==> config.mk <==
export PLATFORM = sky130hd
export DESIGN_NAME = rand_tick_gen_flat
export DESIGN_NICKNAME = d
export VERILOG_FILES = /design/src/rtl/rand_tick_gen_if.sv /design/src/rtl/rand_tick_gen.sv /design/src/flat_wrapper.sv
export SDC_FILE = /design/constraint.sdc
export NUM_CORES = 1
export LEC_CHECK = 0
export ABC_AREA = 1
export BUFFER_PORTS_ARGS = -buffer_cell sky130_fd_sc_hd__buf_2
export CORE_MARGIN = 2
export CORE_UTILIZATION = 45
export CTS_CLUSTER_SIZE = 10
export DETAILED_ROUTE_END_ITERATION = 8
export GPL_TIMING_DRIVEN = 0
export SLEW_MARGIN = 30
export SYNTH_ARGS = -nofsm -noshare
export SYNTH_HDL_FRONTEND = slang
export SYNTH_SLANG_ARGS = --single-unit
==> constraint.sdc <==
create_clock -name clk_50 -period 5.4 [get_ports clk_50]
set_clock_uncertainty 0.05 [all_clocks]
set_input_delay 0 -clock clk_50 [delete_from_list [all_inputs] [get_ports clk_50]]
set_output_delay 0 -clock clk_50 [all_outputs]
set_load 0.05 [all_outputs]
==> src/rtl/rand_tick_gen_if.sv <==
// -----------------------------------------------------------------------------
// rand_tick_gen_if
//   Groups the control inputs and registered outputs of rand_tick_gen into one
//   bundle. The clock and reset stay outside as plain ports.
//
//   Signals:
//     pause      : freeze the BCD timer (divider and LFSR keep running)
//     timer_clr  : synchronous clear of the BCD timer
//     seed_load  : one-cycle strobe that loads seed into the LFSR
//     seed       : LFSR seed value (0 is replaced by 1)
//     tick       : one-cycle pulse, high in the cycle new values first appear
//     ascii      : current letter, 8'h41..8'h5A
//     x          : current position, 0..X_MAX
//     time_bcd   : BCD timer, least-significant digit in bits [3:0]
//
//   Modports:
//     master : the side that drives the controls (testbench / game logic)
//     slave  : the generator itself
// -----------------------------------------------------------------------------
interface rand_tick_gen_if #(
  parameter int LFSR_W     = 16,
  parameter int X_W        = 6,
  parameter int BCD_DIGITS = 2
);
  logic                    pause;
  logic                    timer_clr;
  logic                    seed_load;
  logic [LFSR_W-1:0]       seed;
  logic                    tick;
  logic [7:0]              ascii;
  logic [X_W-1:0]          x;
  logic [4*BCD_DIGITS-1:0] time_bcd;

  modport master (
    output pause, timer_clr, seed_load, seed,
    input  tick, ascii, x, time_bcd
  );

  modport slave (
    input  pause, timer_clr, seed_load, seed,
    output tick, ascii, x, time_bcd
  );
endinterface

==> src/rtl/rand_tick_gen.sv <==
// -----------------------------------------------------------------------------
// rand_tick_gen
//   Divides clk_50 down to a periodic tick. On every tick a Galois LFSR steps
//   and a new uppercase letter and bounded X position are registered, and a
//   pausable multi-digit BCD elapsed-time counter advances.
//
//   Ports:
//     clk_50 : system clock, rising edge
//     reset  : synchronous, active-high reset
//     bus    : rand_tick_gen_if.slave (pause, timer_clr, seed_load, seed in;
//              tick, ascii, x, time_bcd out)
//
//   Optional feature (compile-time macro RAND_NO_REPEAT_EN):
//     When defined, a step whose candidate letter equals the current letter
//     emits the following letter instead (Z wraps to A). The LFSR sequence is
//     not affected.
// -----------------------------------------------------------------------------
module rand_tick_gen #(
  parameter int                TICK_DIV   = 50_000_000,
  parameter int                LFSR_W     = 16,
  parameter logic [LFSR_W-1:0] LFSR_TAPS  = 16'hB400,
  parameter int                X_W        = 6,
  parameter int                X_MAX      = 63,
  parameter int                BCD_DIGITS = 2
) (
  input logic            clk_50,
  input logic            reset,
  rand_tick_gen_if.slave bus
);

  localparam int CNT_W = (TICK_DIV > 1) ? $clog2(TICK_DIV) : 1;
  localparam int TIM_W = 4 * BCD_DIGITS;

  logic [CNT_W-1:0]  r_div_cnt;
  logic              r_tick;
  logic [LFSR_W-1:0] r_lfsr;
  logic [7:0]        r_ascii;
  logic [X_W-1:0]    r_x;
  logic [TIM_W-1:0]  r_time;

  logic              w_tick_edge;
  logic [LFSR_W-1:0] w_lfsr_shift;
  logic [LFSR_W-1:0] w_lfsr_step;
  logic [LFSR_W-1:0] w_seed_val;
  logic [7:0]        w_ascii_cand;
  logic [7:0]        w_ascii_next;
  logic [X_W-1:0]    w_x_raw;
  logic [X_W-1:0]    w_x_next;
  logic [TIM_W-1:0]  w_time_inc;
  logic              w_carry;

  // Divider terminal count: this edge wraps the counter and raises tick.
  assign w_tick_edge = (r_div_cnt == CNT_W'(TICK_DIV - 1));

  // Galois step; an all-zero result would lock the LFSR, so force it to 1.
  assign w_lfsr_shift = (r_lfsr >> 1) ^ (r_lfsr[0] ? LFSR_TAPS : '0);
  assign w_lfsr_step  = (w_lfsr_shift == '0) ? LFSR_W'(1) : w_lfsr_shift;
  assign w_seed_val   = (bus.seed == '0) ? LFSR_W'(1) : bus.seed;

  assign w_ascii_cand = 8'h41 + (w_lfsr_step[7:0] % 8'd26);

`ifdef RAND_NO_REPEAT_EN
  assign w_ascii_next = (w_ascii_cand != r_ascii) ? w_ascii_cand :
                        (w_ascii_cand == 8'h5A)   ? 8'h41 : w_ascii_cand + 8'd1;
`else
  assign w_ascii_next = w_ascii_cand;
`endif

  // X position from the top X_W LFSR bits. When the range covers the whole
  // field the modulo is the identity, and X_MAX+1 would not fit in X_W bits.
  assign w_x_raw = w_lfsr_step[LFSR_W-1 -: X_W];

  generate
    if (X_MAX + 1 == (1 << X_W)) begin : g_x_full
      assign w_x_next = w_x_raw;
    end else begin : g_x_mod
      assign w_x_next = w_x_raw % X_W'(X_MAX + 1);
    end
  endgenerate

  // BCD increment with ripple carry; all nines rolls over to all zeros.
  always_comb begin
    // NOTE: every signal written here gets a default first so no path leaves
    // it unassigned, which would otherwise infer a latch.
    w_time_inc = r_time;
    w_carry    = 1'b1;
    for (int d = 0; d < BCD_DIGITS; d++) begin
      if (w_carry) begin
        if (r_time[4*d +: 4] == 4'd9) begin
          w_time_inc[4*d +: 4] = 4'd0;
        end else begin
          w_time_inc[4*d +: 4] = r_time[4*d +: 4] + 4'd1;
          w_carry              = 1'b0;
        end
      end
    end
  end

  always_ff @(posedge clk_50) begin
    // NOTE: non-blocking assignments so every register samples the values
    // from before this edge, independent of statement order.
    if (reset) begin
      r_div_cnt <= '0;
      r_tick    <= 1'b0;
      r_lfsr    <= LFSR_W'(1);
      r_ascii   <= 8'h41;
      r_x       <= '0;
      r_time    <= '0;
    end else begin
      r_tick    <= w_tick_edge;
      r_div_cnt <= w_tick_edge ? '0 : r_div_cnt + CNT_W'(1);

      // A seed load wins over a step on the same edge; ascii/x then hold.
      if (bus.seed_load) begin
        r_lfsr <= w_seed_val;
      end else if (w_tick_edge) begin
        r_lfsr  <= w_lfsr_step;
        r_ascii <= w_ascii_next;
        r_x     <= w_x_next;
      end

      if (bus.timer_clr) begin
        r_time <= '0;
      end else if (w_tick_edge && !bus.pause) begin
        r_time <= w_time_inc;
      end
    end
  end

  assign bus.tick     = r_tick;
  assign bus.ascii    = r_ascii;
  assign bus.x        = r_x;
  assign bus.time_bcd = r_time;

endmodule

==> src/flat_wrapper.sv <==
// flat-port wrapper written by rule: the top's interface ports become plain ports
module rand_tick_gen_flat 
#(
  parameter int                TICK_DIV   = 50_000_000,
  parameter int                LFSR_W     = 16,
  parameter logic [LFSR_W-1:0] LFSR_TAPS  = 16'hB400,
  parameter int                X_W        = 6,
  parameter int                X_MAX      = 63,
  parameter int                BCD_DIGITS = 2
)
  (clk_50, reset, bus_pause, bus_timer_clr, bus_seed_load, bus_seed, bus_tick, bus_ascii, bus_x, bus_time_bcd);
  rand_tick_gen_if #(.LFSR_W(LFSR_W), .X_W(X_W), .BCD_DIGITS(BCD_DIGITS)) bus_i ();
  input logic clk_50;
  input logic reset;
  input wire logic [$bits(bus_i.pause)-1:0] bus_pause;
  input wire logic [$bits(bus_i.timer_clr)-1:0] bus_timer_clr;
  input wire logic [$bits(bus_i.seed_load)-1:0] bus_seed_load;
  input wire logic [$bits(bus_i.seed)-1:0] bus_seed;
  output wire logic [$bits(bus_i.tick)-1:0] bus_tick;
  output wire logic [$bits(bus_i.ascii)-1:0] bus_ascii;
  output wire logic [$bits(bus_i.x)-1:0] bus_x;
  output wire logic [$bits(bus_i.time_bcd)-1:0] bus_time_bcd;
  assign bus_i.pause = bus_pause;
  assign bus_i.timer_clr = bus_timer_clr;
  assign bus_i.seed_load = bus_seed_load;
  assign bus_i.seed = bus_seed;
  assign bus_tick = bus_i.tick;
  assign bus_ascii = bus_i.ascii;
  assign bus_x = bus_i.x;
  assign bus_time_bcd = bus_i.time_bcd;
  rand_tick_gen #(.TICK_DIV(TICK_DIV), .LFSR_W(LFSR_W), .LFSR_TAPS(LFSR_TAPS), .X_W(X_W), .X_MAX(X_MAX), .BCD_DIGITS(BCD_DIGITS)) u_core (.clk_50(clk_50), .reset(reset), .bus(bus_i));
endmodule
# ---- Word-level counts from Yosys, hierarchy flattened
# Cells that the tools add are included.
dict set report classes {
  n_addsub 4
  n_div 1
  eq_ne 3
  mux 8
  bitwise 2
  n_reduce_logical 9
}
# cell count
set ops {}
lappend ops {{2-to-1 mux 16 bit} 5}
lappend ops {{zero test 16 bit} 2}
lappend ops {{adder 26 x 1 -> 26 bit, second input constant} 1}
lappend ops {{== test 26 bit, second input constant} 1}
lappend ops {{XOR 15 x 16 -> 16 bit} 1}
lappend ops {{adder 4 x 1 -> 4 bit, second input constant} 2}
lappend ops {{adder 7 x 8 -> 8 bit, first input constant} 1}
lappend ops {{== test 4 bit, second input constant} 2}
lappend ops {{modulo 8 x 5 -> 8 bit, second input constant} 1}
lappend ops {{2-to-1 mux 4 bit} 2}
lappend ops {{AND reduction 2 bit} 2}
lappend ops {{OR reduction 2 bit} 2}
lappend ops {{nonzero test 2 bit} 1}
lappend ops {{logical AND 1 bit} 1}
lappend ops {{zero test 1 bit} 1}
lappend ops {{2-to-1 mux 1 bit} 1}
lappend ops {{inverter 1 bit} 1}
dict set report word_totals {
  reg_bits 65
  out_inout_bits 23
}

# ---- Depth between registers and ports, before layout
dict set report depth {
  ltp_word 6
  depth_mapped 34
  depth_no_buf 34
}

# ---- Worst setup path after synthesis
# No wires, ideal clock.
dict set report synth_timing {
  path_kind {register to register}
  start {register u_core.r_lfsr[6]}
  end {register u_core.r_ascii[4] (netlist: u_core.bus.ascii[4])}
  setup_ps 109
  t_arrival_ps 3011
  required_ps 5241
  setup_slack_ps 2230
  stages_incl_launch_ff 32
  cell_sequence {dfxtp_1 -> inv_2 -> ha_1 -> nand2_1 -> inv_1 -> nand4_2 -> nand2_2 -> nand2_1 -> nand2_2 -> ha_1 -> inv_1 -> nand2_1 -> nand2_1 -> nand2_1 -> nand2_1 -> nand2_2 -> nor2_4 -> nand2_4 -> nand3_2 -> o21ai_2 -> nor3_4 -> nand2_4 -> nand2_1 -> and2_1 -> ha_1 -> inv_1 -> nor2_4 -> nand2_1 -> nand2_1 -> nand3_1 -> nand2_1 -> inv_1}
}
dict set report synth_between {
  elab_chain_len 5
}
# element line_no
set synth_rtl {}
lappend synth_rtl {{from (decl)} rand_tick_gen.sv:36} ;# logic [LFSR_W-1:0] r_lfsr;
lappend synth_rtl {{from (signal assigned)} rand_tick_gen.sv:115} ;# r_lfsr <= w_seed_val;
lappend synth_rtl {{from (signal assigned)} rand_tick_gen.sv:117} ;# r_lfsr <= w_lfsr_step;
lappend synth_rtl {{XOR 15 x 16 -> 16 bit *} rand_tick_gen.sv:56} ;# assign w_lfsr_shift = (r_lfsr >> 1) ^ (r_lfsr[0] ? LFSR_TAPS : '0);
lappend synth_rtl {{zero test 16 bit} rand_tick_gen.sv:57} ;# assign w_lfsr_step = (w_lfsr_shift == '0) ? LFSR_W'(1) : w_lfsr_shift;
lappend synth_rtl {{2-to-1 mux 16 bit *} rand_tick_gen.sv:57}
lappend synth_rtl {{modulo 8 x 5 -> 8 bit *} rand_tick_gen.sv:60} ;# assign w_ascii_cand = 8'h41 + (w_lfsr_step[7:0] % 8'd26);
lappend synth_rtl {{adder 7 x 8 -> 8 bit *} rand_tick_gen.sv:60}
lappend synth_rtl {{to (signal assigned)} rand_tick_gen.sv:118} ;# r_ascii <= w_ascii_next;
lappend synth_rtl {{to (decl)} rand_tick_gen.sv:37} ;# logic [7:0] r_ascii;
# Mark *: on every way between the ends. The rest lies on a longest branch, timed or not.
# A chain may end at the register's enable or synchronous reset.

# ---- Worst setup path in the final report
dict set report layout_timing {
  start {register u_core.r_lfsr[5]}
  end {register u_core.r_ascii[2] (netlist: u_core.bus.ascii[2])}
}
# The elaborated chain is that of the path after synthesis.

==> impl_metrics.toml <==
[global_route]
antenna_found_initial = 0
grt_pass1_wl_mm = 14.7
grt_max_degree = 12
overflow = 0
grt_usage_pct = 20.7
grt_pass1_vias = 3364

[route]
vias_per_cell = 5.14
vias = 3657
drt_first_pass_iters = 6
first_iter_violations = 142
avgRoutedWirePerCell_um = 12.3
drc_errors = 0
postRouteAntennaNets = 0
routed_wl_mm = 8.75

[die]
initial_core_util_pct = 46.7
die_h_um = 93.8
dieArea_um2 = 8790
rows = 32
core_um2 = 7770
ios = 44
fp.dieW_um = 93.8

[sta]
finalSetupViolCount = 0
tightest_slew_ns = 0.659
fin_crit_ns = 3.61
max_freq_ghz = 0.277
tns_ns = 0
max-slew-margin-rel_pct = 55.9
timing.final.crit_share_pct = 66.9
whs_ns = 0.0168
setup_slack_ns = 1.79
hold_viol = 0
rsz0062_at_grt = "false"
drv_slew = 0

[pwr]
power.internal_uw = 800
clkPwrFrac_pct = 41.1
peakVddDrop_uv = 139
p_comb_share_pct = 13.4
leakagePower_nw = 1.85
pwr-share-seq_pct = 45.5
p_sw_uw = 289
swShare_pct = 26.5
p_per_area_nw_per_um2 = 250
fin_total_pwr_mw = 1.09

[logic_synthesis]
avgSynthCellArea_um2 = 6.78
syn_area_um2 = 3630
synth_top_family_by_area = "simple AND/OR/NAND/NOR gates"
synth-xor-area-share_pct = 2.42
synth_top_flop_cell = "dfxtp_1"
ys_seq_elements = 65
netlist_instances = 535
synth_simple_gate_area_share_pct = 39.6
netlist-cell-type-count = 40
synth_compound_area_share_pct = 11.4
synthAdderAreaFrac_pct = 2.07
postSynthNetCount = 562
muxShareOfSynthArea_pct = 0
synthArstFlopShare_pct = 0
yosys_warnings = 0
synth_seq_area_share_pct = 35.9
synth-edff-count = 0

[cts]
cts_buffers = 9
clock_latency_ns = 0.34
cts_root_buf = "clkbuf_8"
cts_hold_buf = 18
cts.repair.resized = 0
post_cts_buffers = 0
htree_levels = 3
cts_tree = "done"
cts.sinks = 65
max-clock-path-buffers = 2
clkTransAtPathRegs_ns = 0.07

[critical_path]
cp_data_required_time_ns = 5.58
crit_type = "reg2reg"
startpoint_type = "register"
cp_max_fo = 7
end_kind = "register"
cp.arrival_ns = 3.79

[placement]
place_ws_ns = 1.78
placed_cell_area_um2 = 3960
dp.final_hpwl_mm = 6.52
gp_congestion = 0.858
portBuffers = 41
dp.cells = 678

[final_layout]
diodes = 0
fin_nets = 632
area_growth_pct = 19.9
postLayoutCellArea_um2 = 4350
layout-drive-gt1-share_pct = 14.6
stdcell_count = 712
postLayoutCoreUtil_pct = 56.0

[run_status]
outcome = "completed"

[flow_run]
maxCapViolCount = 0

[worst_hold_path]
min_path_type = "in2reg"
-- power by group through the flow --
stage | sequential [mW] | combinational, mW | clock, mW
floorplan | 0.505 | 0.106 | 0
global placement | 0.507 | 0.133 | 0
detailed placement | 0.507 | 0.135 | 0
CTS | 0.496 | 0.145 | 0.454
global route | 0.497 | 0.166 | 0.472
finish | 0.496 | 0.146 | 0.447
-- worst paths after layout --
kind	from	to	slack (ns)	cells past startpoint
worst min register to register	u_core.r_div_cnt[0]	u_core.r_div_cnt[0]	0.41	1
worst max-delay path	u_core.r_lfsr[5]	u_core.bus.ascii[2]	1.79	26
worst min-delay path	bus_pause	u_core.bus.time_bcd[3]	0.02	4
worst max register to register	u_core.r_lfsr[5]	u_core.bus.ascii[2]	1.79	26
-- cells in the final DEF (no fill, tap or decap), drive strengths merged, types with 3 or more instances in the layout --
cell type,count
nor3b,6
a21oi,25
a31oi,17
xor2,9
nor4,14
o21ai,9
nor2,54
or2,3
clkbuf,23
nand4,13
nand3,44
o21a,8
o211ai,3
dfxtp,65
dlygate4sd3,18
clkinv,5
nor3,13
buf,42
nand2,153
ha,6
inv,67
-- synthesized netlist by cell type, types with 2 or more instances --
library cell,number,area share (%)
nor4_1,14,2.4
nor2_1,50,5.2
inv_1,64,6.6
nor3_1,12,1.7
o211ai_1,3,0.62
dfxtp_1,65,36
o21bai_1,2,0.41
nand2_1,141,15
nor2_4,3,0.93
and2_1,2,0.35
clkbuf_1,13,1.3
a31oi_1,17,2.9
nand2_4,2,0.62
a21oi_1,24,3.3
inv_2,3,0.31
nand3_1,38,5.2
nand3_2,5,1.4
or2_2,3,0.52
o21ai_0,7,0.97
nand2_2,10,1.7
o21a_1,8,1.7
nand4_1,12,2.1
ha_1,6,2.1
nor3b_1,6,1.2
clkinv_1,2,0.21
xor2_1,9,2.2
-- critical path: stages, from the launching register on --
cell and delay, ns:
dfxtp_1 0.45, clkbuf_1 0.12, ha_1 0.16, nand2_1 0.05, inv_1 0.08, nand4_2 0.13, nand2_2 0.15, nand2_1 0.07
nand2_2 0.10, ha_1 0.14, inv_1 0.05, nand2_1 0.05, nand2_1 0.06, nand3_1 0.19, nand2_1 0.14, a31oi_1 0.19
nor2_1 0.12, nor3_4 0.26, nand2_4 0.11, nand2_1 0.09, and2_1 0.13, ha_1 0.16, inv_1 0.07, nor2_4 0.13
o21ai_1 0.08, o211ai_1 0.12, inv_1 0.06
-- area by class of cell --
type | instances | area [µm²]
multi-input combinational | 387 | 2010
clock buffer | 10 | 128
timing repair buffer | 59 | 385
inverter | 69 | 259
sequential | 65 | 1300
fill | 779 | 3420
clock inverter | 6 | 82.6
buffer | 14 | 53.8
tap | 102 | 128
-- cell families after synthesis --
logic type               count (synthesis)
AND/OR/NAND/NOR                        303
flip-flops                              65
adder cells (fa/ha/maj)                  6
XOR/XNOR                                10
AO/OA/AOI/OAI                           68
buffers and inverters                   83
-- layer usage --
metal | share of wire (%) | wire length [µm] | track usage [%] | vias up
met1 | 46 | 4070 | 25.9 | 1675
met2 | 48 | 4180 | 34.2 | 62
met5 | 0 | 0 | 0 | -
li1 | - | - | - | 1908
met4 | 1.9 | 170 | 9.90 | 0
met3 | 3.8 | 329 | 4.09 | 12
-- sequential cells by signal, indices dropped and copies added, names as in the netlist --
signal               count
u_core.bus.ascii         8
u_core.bus.tick          1
u_core.bus.time_bcd      8
u_core.bus.x             6
u_core.r_div_cnt        26
u_core.r_lfsr           16
Power figures use the tool's default switching activity.
